[src/rtl/write_pixels_pkg.sv]
`default_nettype none
// ============================================================================
// Module      : write_pixels_pkg
// Description : Shared types and constants for the PMOD LED-array byte writer.
// Revision    : 1.0 - initial release
// ============================================================================
package write_pixels_pkg;

    localparam int c_HALF_PERIOD_DEFAULT = 6;

    typedef enum logic [2:0] {
        ST_IDLE     = 3'd0,
        ST_START    = 3'd1,
        ST_BIT_LO   = 3'd2,
        ST_BIT_HI   = 3'd3,
        ST_STOP_LO  = 3'd4,
        ST_STOP_HI  = 3'd5,
        ST_STOP_END = 3'd6
    } state_t;

endpackage
`default_nettype wire

[src/rtl/write_pixels_phase_timer.sv]
`default_nettype none
// ============================================================================
// Module      : write_pixels_phase_timer
// Description : Loadable down-counter; pulses o_phase_done on a phase's last cycle.
// Revision    : 1.0 - initial release
// ============================================================================
module write_pixels_phase_timer #(
    parameter int HALF_PERIOD = 6
) (
    input  logic CLK,
    input  logic RST_N,
    input  logic i_load,
    output logic o_phase_done
);

    localparam int               c_CW   = (HALF_PERIOD > 1) ? $clog2(HALF_PERIOD) : 1;
    localparam logic [c_CW-1:0]  c_LOAD = c_CW'(HALF_PERIOD - 1);
    localparam logic [c_CW-1:0]  c_ONE  = c_CW'(1);

    logic [c_CW-1:0] r_cnt;
    logic            r_run;

    // A load on the done cycle restarts the count for the following phase.
    always_ff @(posedge CLK or negedge RST_N) begin
        if (!RST_N) begin
            r_cnt <= '0;
            r_run <= 1'b0;
        end else if (i_load) begin
            r_cnt <= c_LOAD;
            r_run <= 1'b1;
        end else if (r_run) begin
            if (r_cnt == '0) begin
                r_run <= 1'b0;
            end else begin
                r_cnt <= r_cnt - c_ONE;
            end
        end
    end

    assign o_phase_done = r_run && (r_cnt == '0);

endmodule
`default_nettype wire

[src/rtl/write_pixels.sv]
`default_nettype none
// ============================================================================
// Module      : write_pixels
// Description : Byte-serial MSB-first writer with start/stop framing for the PMOD LED driver.
// Revision    : 1.0 - initial release
// ============================================================================
module write_pixels
    import write_pixels_pkg::*;
#(
    parameter int HALF_PERIOD = c_HALF_PERIOD_DEFAULT
) (
    input  logic       CLK,
    input  logic       RST_N,
    input  logic       VALID,
    input  logic [7:0] DATA,
    output logic       SCLK,
    output logic       SDIN,
    output logic       BUSY
);

    state_t      r_state;
    state_t      w_state_nxt;
    logic [2:0]  r_idx;
    logic [2:0]  w_idx_nxt;
    logic [7:0]  r_shift;
    logic [7:0]  w_shift_nxt;
    logic        r_sclk;
    logic        r_sdin;
    logic        r_busy;
    logic        w_sclk_nxt;
    logic        w_sdin_nxt;
    logic        w_busy_nxt;
    logic        w_load;
    logic        w_phase_done;

    write_pixels_phase_timer #(
        .HALF_PERIOD (HALF_PERIOD)
    ) u_phase_timer (
        .CLK          (CLK),
        .RST_N        (RST_N),
        .i_load       (w_load),
        .o_phase_done (w_phase_done)
    );

    always_ff @(posedge CLK or negedge RST_N) begin
        if (!RST_N) begin
            r_state <= ST_IDLE;
            r_idx   <= 3'd0;
            r_shift <= 8'd0;
            r_sclk  <= 1'b1;
            r_sdin  <= 1'b1;
            r_busy  <= 1'b0;
        end else begin
            r_state <= w_state_nxt;
            r_idx   <= w_idx_nxt;
            r_shift <= w_shift_nxt;
            r_sclk  <= w_sclk_nxt;
            r_sdin  <= w_sdin_nxt;
            r_busy  <= w_busy_nxt;
        end
    end

    // Every transition into a timed phase reloads the timer.
    always_comb begin
        w_state_nxt = r_state;
        w_idx_nxt   = r_idx;
        w_shift_nxt = r_shift;
        w_load      = 1'b0;
        unique case (r_state)
            ST_IDLE: begin
                if (VALID) begin
                    w_state_nxt = ST_START;
                    w_shift_nxt = DATA;
                    w_load      = 1'b1;
                end
            end
            ST_START: begin
                if (w_phase_done) begin
                    w_state_nxt = ST_BIT_LO;
                    w_idx_nxt   = 3'd7;
                    w_load      = 1'b1;
                end
            end
            ST_BIT_LO: begin
                if (w_phase_done) begin
                    w_state_nxt = ST_BIT_HI;
                    w_load      = 1'b1;
                end
            end
            ST_BIT_HI: begin
                if (w_phase_done) begin
                    w_load = 1'b1;
                    if (r_idx == 3'd0) begin
                        w_state_nxt = ST_STOP_LO;
                    end else begin
                        w_state_nxt = ST_BIT_LO;
                        w_idx_nxt   = r_idx - 3'd1;
                        w_shift_nxt = {r_shift[6:0], 1'b0};
                    end
                end
            end
            ST_STOP_LO: begin
                if (w_phase_done) begin
                    w_state_nxt = ST_STOP_HI;
                    w_load      = 1'b1;
                end
            end
            ST_STOP_HI: begin
                if (w_phase_done) begin
                    w_state_nxt = ST_STOP_END;
                    w_load      = 1'b1;
                end
            end
            ST_STOP_END: begin
                if (w_phase_done) begin
                    w_state_nxt = ST_IDLE;
                end
            end
            default: begin
                w_state_nxt = ST_IDLE;
            end
        endcase
    end

    // Outputs are decoded from the next state so they register with it.
    always_comb begin
        w_sclk_nxt = 1'b1;
        w_sdin_nxt = 1'b1;
        w_busy_nxt = 1'b1;
        unique case (w_state_nxt)
            ST_IDLE: begin
                w_busy_nxt = 1'b0;
            end
            ST_START: begin
                w_sdin_nxt = 1'b0;
            end
            ST_BIT_LO: begin
                w_sclk_nxt = 1'b0;
                w_sdin_nxt = w_shift_nxt[7];
            end
            ST_BIT_HI: begin
                w_sdin_nxt = r_sdin;
            end
            ST_STOP_LO: begin
                w_sclk_nxt = 1'b0;
                w_sdin_nxt = 1'b0;
            end
            ST_STOP_HI: begin
                w_sdin_nxt = 1'b0;
            end
            ST_STOP_END: begin
                w_sdin_nxt = 1'b1;
            end
            default: begin
                w_busy_nxt = 1'b0;
            end
        endcase
    end

    assign SCLK = r_sclk;
    assign SDIN = r_sdin;
    assign BUSY = r_busy;

endmodule
`default_nettype wire

[config.mk]
export PLATFORM = sky130hd
export DESIGN_NAME = write_pixels
export DESIGN_NICKNAME = d
export VERILOG_FILES = /design/src/rtl/write_pixels_pkg.sv /design/src/rtl/write_pixels_phase_timer.sv /design/src/rtl/write_pixels.sv
export SDC_FILE = /design/constraint.sdc
export NUM_CORES = 1
export LEC_CHECK = 0
export ABC_AREA = 1
export CORE_MARGIN = 5
export CORE_UTILIZATION = 54
export DETAILED_ROUTE_END_ITERATION = 8
export GPL_ROUTABILITY_DRIVEN = 0
export PLACE_DENSITY = 0.78
export SETUP_SLACK_MARGIN = 0.3
export SYNTH_ARGS = -nofsm -noshare
export SYNTH_HDL_FRONTEND = slang
export SYNTH_SLANG_ARGS = --single-unit
[constraint.sdc]
create_clock -name CLK -period 1.8 [get_ports CLK]
set_input_delay 0.36 -clock CLK [delete_from_list [all_inputs] [get_ports CLK]]
set_output_delay 0.36 -clock CLK [all_outputs]
set_load 0.005 [all_outputs]
==> impl_metrics.toml <==
[route]
ant_nets = 0
num_vias = 991
wire_per_inst_um = 13.0
totalWireLength_um = 2450
dr.first_iter.drc_count = 22
dr.pass1.iters = 4
via_per_inst = 5.24
drc = 0

[cells_and_area]
layout_common_cells = "35 x nand2_1, 19 x dfrtp_1, 12 x inv_1"
drive_gt1_share_pct = 30.2
n_antenna_cell = 0
area_delta_synth_final_pct = 27.5
layout_commonest_cell = "nand2_1"
n_fill_cell = 149
nNetsFinal = 178

[floorplanning]
die_h_um = 56.2
dieWidth_um = 56.2
die_area_sq_um = 3160
core_sq_um = 2000
initial_core_util_pct = 57.6
ios = 14
rows = 16

[timing]
fin_ws_ns = 0.344
report.final.slew_viol_count = 0
fin_crit_ns = 1.46
finalCritPeriodShare_pct = 80.9
finalHoldViolations = 0
skew_ns = 0.00976
relSlewSlack_pct = 81.5
hold_slack_ns = 0.377
max_freq_mhz = 687
setup-tns-final_ns = 0
setup_viol = 0
rsz0062_at_grt = "yes"
worst_slew_pin_slew_ns = 0.277

[yosys]
synth.top_cell.area_share_pct = 41.2
synthTopCellsByArea = "dfrtp_1 41%, nand2_1 12%, nand3_1 4.8%"
synth.avg_cell_area_sq_um = 8.48
ys_seq_area_share_pct = 45.8
synth_warnings = 0
synth_seq_cells = 21
synth_area_sq_um = 1150
syn-instance-count = 136
synthesis.nets = 151
yosys.cell_types.count = 27
synth_top_area_cell = "dfrtp_1"

[grt]
antenna_found_initial = 0
busiest_layer = "met2"
grt.overflow.total = 0
grt_use_met1_pct = 19.7
first_global_vias = 941
grt_util_all_layers_pct = 16.4
grt_max_degree = 22
grt_use_met3_pct = 3.25
use_met2_pct = 28.5
grt_pass1_wl_um = 4060

[cts]
cts_root_buf = "clkbuf_4"
cts_buffers = 3
clk_latency_ns = 0.31
cts.reportedPaths.clkPinSlew_ns = 0.13
holdBufCountCts = 0
cts_tree = "built"
cts.sinks = 21
cts_buffer_depth = 2
htree_levels = 1

[power]
power_density_nw_per_um2 = 516
vdd_ir_drop_max_uv = 503
power_leakage_uw = 0.000682

[placement]
post-place-ws_ns = 0.189
io_buffers = 13
dp_hpwl_um = 1740

[critical_path]
worstSetupEndpoint = "SDIN"
slowest_stage = "dfstp_2"
path_buf_inv = 1
critPathLaunch = "SDIN"
reg2reg_depth = 9
r2r_slack_ns = 0.36
slowest_delay_ns = 0.56
r2r-end = "BUSY"
cp-end-kind = "primary output"
start_kind = "flip-flop"
cp.depth = 1
criticalPathCategory = "flip-flop to primary output"
path_max_fanout = 2
regToRegStartpoint = "u_phase_timer.r_cnt[1]"
crit_chain = "dlygate4sd2_1"
cp.required_ns = 1.44
critical_path.top_delay_family = "flip-flops"
arrival_ns = 1.10

[status]
status = "complete, no violations"

[job]
drv_cap = 0

[min_path]
hold_class = "input pin to asynchronous set/reset pin"
==> registers in the layout, summed over array words and instances, names as in the netlist <==
signal,cells
r_shift,8
r_idx,3
r_state,3
u_phase_timer.r_cnt,3
BUSY,1
SCLK,1
SDIN,1
u_phase_timer.r_run,1
==> cells in the mapped netlist <==
cell type,count
nand2_1,36
dfrtp_1,19
inv_1,14
nand3_1,11
inv_2,8
a22oi_1,5
o21ai_0,5
ha_1,4
nand3_2,4
o21ai_1,4
nand2_2,3
nor2_2,3
a21oi_2,2
dfstp_2,2
nand4_1,2
nor2_1,2
o211ai_1,2
a21oi_1,1
and2_0,1
clkinv_1,1
inv_4,1
nand2_4,1
nand3_4,1
nor2_8,1
nor3_1,1
o221ai_1,1
or2_0,1
==> where the power goes <==
part / internal (uW) / leakage, uW / total (uW) / switching [uW]
clock network: 83.0 / 0.0000177 / 233 / 150
logic: 26.3 / 0.000421 / 46.8 / 20.5
registers: 477 / 0.000243 / 480 / 2.88
==> logic make-up (layout without fill, tap and decap cells) <==
group | count (synthesis) | count (layout) | synth area share (%)
compound gates | 20 | 20 | 11.2
simple gates | 67 | 68 | 30.7
buf+inv | 24 | 49 | 8.03
fa+ha+maj | 4 | 4 | 4.34
flops | 21 | 21 | 45.8
==> per-stage QoR <==
stage / util (%) / area [sq um] / std cells / power [uW]
4_1_cts: 69.9 / 1400 / 183 / 765
6_report: 73.5 / 1470 / 189 / 760
3_3_place_gp: 66.2 / 1330 / 177 / 535
3_5_place_dp: 66.2 / 1330 / 177 / 537
2_1_floorplan: - / 1150 / 136 / 499
5_1_grt: 73.5 / 1470 / 189 / 795
==> how the worst min path moves through the flow <==
stage                           startpoint                     end  slack [ns]  depth (start not counted)
floorplan                            RST_N                    BUSY        0.06                          0
global placement                r_shift[3]              r_shift[4]        0.47                          2
detailed placement  u_phase_timer.r_cnt[0]  u_phase_timer.r_cnt[0]        0.48                          2
CTS                                  RST_N  u_phase_timer.r_cnt[2]        0.39                          2
global route                         RST_N  u_phase_timer.r_cnt[0]        0.40                          2
finish                               RST_N  u_phase_timer.r_cnt[2]        0.38                          2
==> cell type report <==
cell class	instances	area, sq um	share of cell area, %
multi-input cells	92	603	41.0
flip-flops and latches	21	528	35.9
repair buffers	21	186	12.7
inverters	24	92.6	6.29
well taps	27	33.8	2.30
clock buffers	3	22.5	1.53
clock inverters	1	5.00	0.340
==> metal layers <==
layer / vias to the layer above / routed length, um
li1: 498 / -
met1: 473 / 1070
met5: - / 0
met4: 0 / 14
met2: 18 / 1280
met3: 2 / 83
==> repair_timing <==
action,in CTS,in global routing
endpoints found under the hold margin,0,0
pin swaps,2,8
resized for setup,12,7
cloned,1,0
buffers inserted,1,6
setup endpoints to repair,15,14
Note: power is estimated with default switching activity, not from simulation.
==> RTL edit 1 (config.mk and constraints unchanged) <==
`r_shift` no longer has a reset.
--- a/src/rtl/write_pixels.sv
+++ b/src/rtl/write_pixels.sv
@@ -47,5 +47,4 @@
             r_state <= ST_IDLE;
             r_idx   <= 3'd0;
-            r_shift <= 8'd0;
             r_sclk  <= 1'b1;
             r_sdin  <= 1'b1;
@@ -54,9 +53,12 @@
             r_state <= w_state_nxt;
             r_idx   <= w_idx_nxt;
-            r_shift <= w_shift_nxt;
             r_sclk  <= w_sclk_nxt;
             r_sdin  <= w_sdin_nxt;
             r_busy  <= w_busy_nxt;
         end
+    end
+
+    always_ff @(posedge CLK) begin
+        r_shift <= w_shift_nxt;
     end
 
Behaviour: no difference found for any inputs over 10 cycles, from zero or initial values and one cycle with RST_N low; that may be too few to reach the edited logic, so the function may still have changed.
==> RTL edit 1 against the original RTL <==
  * Setup slack worse by 63 ps
  * Combinational power down 29%
  * Maximum frequency is 4.2% lower
  * Critical path depth rose by 6
  * Cell count fell by 5.8%
  * Design area up 0.51%
  * Total power fell by 0.74%
  * Routed wire length decreased by 0.16%
  * Synthesized area is 3.6% higher
  * Die area is 2.9% higher
  * Sequential cell count is the same
  * Highest routed layer unchanged
==> RTL edit 1: results (changes against the original RTL) <==
Final layout
  • Layout Nets: 166 (-6.7%)
  • Largest register FFs: 8 (unchanged)
  • Layout cell share with drive strength beyond 1: 32.7% (+2.4 points)
  • Ant diodes: 0 (unchanged)
  • Largest Register: r_shift

Logic synthesis
  • Sequential share of the synthesized area: 46.7% (+0.93 points)
  • Number of enable flip-flop cells after synthesis: 7 (+7)
  • Post-synthesis xor/xnor area fraction: 0.733% (+0.73 points)
  • Syn Nets: 144 (-4.6%)
  • Ranking of synthesized cells by area: dfrtp_1 23%, edfxtp_1 18%, nand2_1 9.4%
  • Async S/R FF share, synth: 61.9% (-38 points)
  • Post-synth cell types: 28 (+3.7%)
  • Adder-cell share of the synthesized area: 4.19% (-0.15 points)
  • Post-synthesis compound-gate area fraction: 9.42% (-1.7 points)
  • Gate Count Post-Synth: 129 (-5.1%)
  • Synth top cells by count: 30 x nand2_1, 15 x inv_1, 11 x dfrtp_1

Detailed routing
  • Met3 WL: 143 um (+72%)
  • Routed WL: 2.45 mm (-0.16%)
  • Via count: 959 (-3.2%)
  • M1 WL: 985 um (-7.7%)
  • Via density: 5.39 (+2.8%)
  • DRT iter0 DRCs: 28 (+27%)
  • Metal2 WL: 1.25 mm (-2.4%)
  • Top sig layer: met4

Critical path
  • Critical Path AT: 1590 ps (+490 ps)
  • Crit-path leading delay family: flip-flops
  • Max FO, Critical Path: 8 (+6)
  • Crit-path max cell delay: 380 ps (-180 ps)
  • CP max-delay cell: dfrtp_1

STA
  • Slew @ Worst Pin: 581 ps (+303 ps)
  • Hold Violations, Final: 0 (unchanged)
  • Clk_skew: 1.45 ps (-8.32 ps)

Global routing
  • Global-route track usage on met1: 19.7% (about the same)
  • Largest net degree at the start of global routing: 14 (-36%)
  • GRT Util Overall: 15.6% (-0.75 points)
  • Initial antenna violation count: 0 (unchanged)
  • Met3 Track Usage GR: 3.17% (-0.081 points)
  • First-pass GRT wire length: 4.05 mm (-0.34%)
  • Routing usage on met2: 26.1% (-2.4 points)

Clock tree
  • Clock slew at reported path FFs: approximately 120 ps
  • Cts hold-fix bufs: 0 (unchanged)
  • Clock insertion delay at the later pin of the skew report: 300 ps
  • # H-tree levels: 1 (unchanged)
  • Num CTS Buffers: 3 (unchanged)
  • Post-CTS sizing: 10 (-2)
  • CTS Buffer Depth: 2 (unchanged)
  • Root Buffer: clkbuf_4

Placed design
  • Hpwl dp: 1.71 mm (-2.0%)
  • Worst slack, placed: 32.4 ps (-156 ps)
  • I/O Buffers: 13 (unchanged)
  • Post-placement cell area: 0.00135 sq mm (+1.5%)

Power
  • Worst vdd ir: 0.472 mV (-6.1%)
  • Sw frac: 21.2% (-1.6 points)
  • Combinational share of power: 4.4% (-1.8 points)
  • Lkg Pwr: 0.678 nW (-0.57%)
  • Clock Power Share: 30.5% (-0.2 points)
  • Total power: 0.754 mW (-0.74%)

Outcome
  • Run status: complete, no violations
[RTL edit 1: final cells by class]
type,instances,area [sq um]
clock inverter,1,5.00
timing repair buffer,19,175
fill,180,691
tap,28,35.0
multi-input combinational,86,596
clock buffer,3,22.5
sequential,21,561
inverter,20,85.1
[RTL edit 1: cell families after synthesis]
logic type,Yosys count
and+or+nand+nor,65
DFF,21
xor gates and xnor gates,1
buffers and inverters,22
AOI/OAI and AO/OA,16
adders and majority gates,4
[RTL edit 1: final timing paths]
kind | from | endpoint | slack [ps] | cells past startpoint
setup / recovery | u_phase_timer.r_cnt[0] | r_shift[1] | 280 | 7
hold / removal | RST_N | r_state[0] | 410 | 1
setup reg to reg | u_phase_timer.r_cnt[0] | r_shift[1] | 280 | 7
hold reg to reg | r_shift[6] | r_shift[7] | 500 | 2
max in group asynchronous | RST_N | r_state[1] | 980 | 1
min in group CLK | r_shift[6] | r_shift[7] | 500 | 2
==> RTL edit 2 (same settings) <==
Without the edit above. Change the package constant `c_HALF_PERIOD_DEFAULT` from 6 to 8.
--- a/src/rtl/write_pixels_pkg.sv
+++ b/src/rtl/write_pixels_pkg.sv
@@ -7,5 +7,5 @@
 package write_pixels_pkg;
 
-    localparam int c_HALF_PERIOD_DEFAULT = 6;
+    localparam int c_HALF_PERIOD_DEFAULT = 8;
 
     typedef enum logic [2:0] {
Behaviour: not the same (Yosys sat finds a counterexample within 10 cycles, from zero or initial values and one cycle with RST_N low).
==> RTL edit 2 against the original RTL <==
  * Non-clock buffer count did not move
  * Design area rose by 3.4%
  * Via count rose by 2.4%
  * Synthesized cell count did not move
  * Synthesized area rose by 2.6%
  * Setup slack got worse by 27 ps
  * Routed wire length rose by 4.4%
  * Total power rose by 0.70%
  * Sequential cell count did not move
  * Critical path type is now flip-flop to flip-flop
  * Critical endpoint is now SDIN
  * Largest cell class unchanged
==> RTL edit 2: results (changes against the original RTL) <==
Final layout
  • Ant diodes: 0 (unchanged)
  • Fillers: 161 (+8.1%)
  • Largest Register: r_shift
  • Largest register FFs: 8 (unchanged)
  • Layout Nets: 177 (-0.56%)
  • Layout cell share with drive strength beyond 1: 32.9% (+2.7 points)

Global routing
  • First-pass GRT wire length: 4.32 mm (+6.3%)
  • Largest net degree at the start of global routing: 12 (-45%)
  • Vias in the first global route: 974 (+3.5%)
  • GRT Util Overall: 17.0% (+0.62 points)
  • Initial antenna violation count: 0 (unchanged)

Critical path
  • FF-to-FF setup slack: 320 ps (-40 ps)
  • Max FO, Critical Path: 6 (+4)
  • Critical Path AT: 1750 ps (+650 ps)

Logic synthesis
  • Ranking of synthesized cells by area: dfrtp_1 40%, nand2_1 12%, inv_1 5.1%
  • Sequential share of the synthesized area: 44.6% (-1.2 points)
  • Post-synth cell types: 25 (-7.4%)
  • Synth top cells by count: 38 x nand2_1, 19 x dfrtp_1, 16 x inv_1
  • Async S/R FF share, synth: 100% (unchanged)
  • Synth warn: 0 (unchanged)
  • Main synth FF type: dfrtp_1
  • Syn Nets: 151 (unchanged)

Clock tree
  • CTS Buffer Depth: 2 (unchanged)
  • Clock slew at reported path FFs: 110 ps (-20 ps)
  • # H-tree levels: 1 (unchanged)
  • Root Buffer: clkbuf_4
  • Clock insertion delay at the later pin of the skew report: 310 ps (about the same)
  • Num CTS Buffers: 3 (unchanged)

STA
  • Slew @ Worst Pin: 428 ps (+151 ps)
  • Clk_skew: 3.07 ps (-6.70 ps)
  • Post-route minimum period: 1480 ps (+27.3 ps)

Detailed routing
  • Via count: 1015 (+2.4%)
  • Detailed Routing Iterations Pass 1: 4 (unchanged)
  • DRT iter0 DRCs: 19 (-14%)
  • Routed WL: 2.56 mm (+4.4%)

Min path
  • HP Class: input pin to asynchronous set/reset pin

Outcome
  • Run status: complete, no violations

Power
  • Worst vdd ir: 0.526 mV (+4.6%)
  • Lkg Pwr: 0.739 nW (+8.3%)

Placed design
  • Hpwl dp: 1.85 mm (+6.3%)
  • Worst slack, placed: 235 ps (+46.2 ps)
  • I/O Buffers: 13 (unchanged)
RTL edit 2: worst max-delay path, stage by stage, from the launching register on:
cell	delay, ps
dfrtp_1	410
inv_1	80
ha_2	190
ha_4	180
buf_4	120
nand3_2	90
nand2_4	100
inv_1	70
nand2_1	80
nand2_1	50
nand2_1	60
RTL edit 2: path summary, 6_finish.rpt:
| kind | startpoint | to | cells past startpoint |
|---|---|---|---|
| max | r_idx[0] | SDIN | 10 |
| max in group asynchronous | RST_N | SDIN | 2 |
| min | RST_N | u_phase_timer.r_cnt[2] | 1 |
| min in group CLK | r_idx[0] | r_idx[0] | 1 |
| min reg2reg | r_idx[0] | r_idx[0] | 1 |
| max reg2reg | r_idx[0] | SDIN | 10 |
RTL edit 2: metrics by stage:
step / total power, mW / cell area, sq um / instances / hold WS (ps) / utilization, %
final: 0.765 / 1520 / 189 / 323 / 70.8
after global routing: 0.803 / 1520 / 189 / 330 / 70.8
after CTS: 0.766 / 1420 / 184 / 333 / 66.0
after detailed placement: 0.542 / 1360 / 179 / 494 / 63.5
after global placement: 0.542 / 1360 / 179 / 482 / 63.5
after floorplan: 0.502 / 1180 / 136 / 64.4 / -
RTL edit 2: final cells by class:
type	instances	area, sq um	area share [%]
multi-input cells	92	654	43.0
flip-flops and latches	21	528	34.7
repair buffers	21	186	12.3
inverters	23	91.3	6.00
well taps	28	35.0	2.30
clock buffers	4	26.3	1.73
RTL edit 2: timing repair:
action	CTS	global route
setup buffers	1	5
endpoints found under the setup margin	14	13
gates resized for setup	8	19
pin swaps	0	10
RTL edit 2: kinds of logic after synthesis:
group           share of synthesized area, %
compound gates                          10.5
fa+ha+maj                               4.23
buf+inv                                 7.72
flops                                   44.6
simple gates                            33.0
RTL edit 2: report_power, final:
part           switching (mW)  internal, mW
combinational          0.0238        0.0304
clock                   0.143        0.0868
sequential            0.00316         0.478
RTL edit 2: layer usage:
layer / routed length [um] / track usage (%) / part of all wire [%] / vias to the layer above
met1: 1110 / 21.2 / 43 / 493
met3: 119 / 4.14 / 4.7 / 7
li1: - / - / - / 493
met5: 0 / 0 / 0 / -
met2: 1270 / 27.9 / 50 / 22
met4: 57 / 6.95 / 2.2 / 0
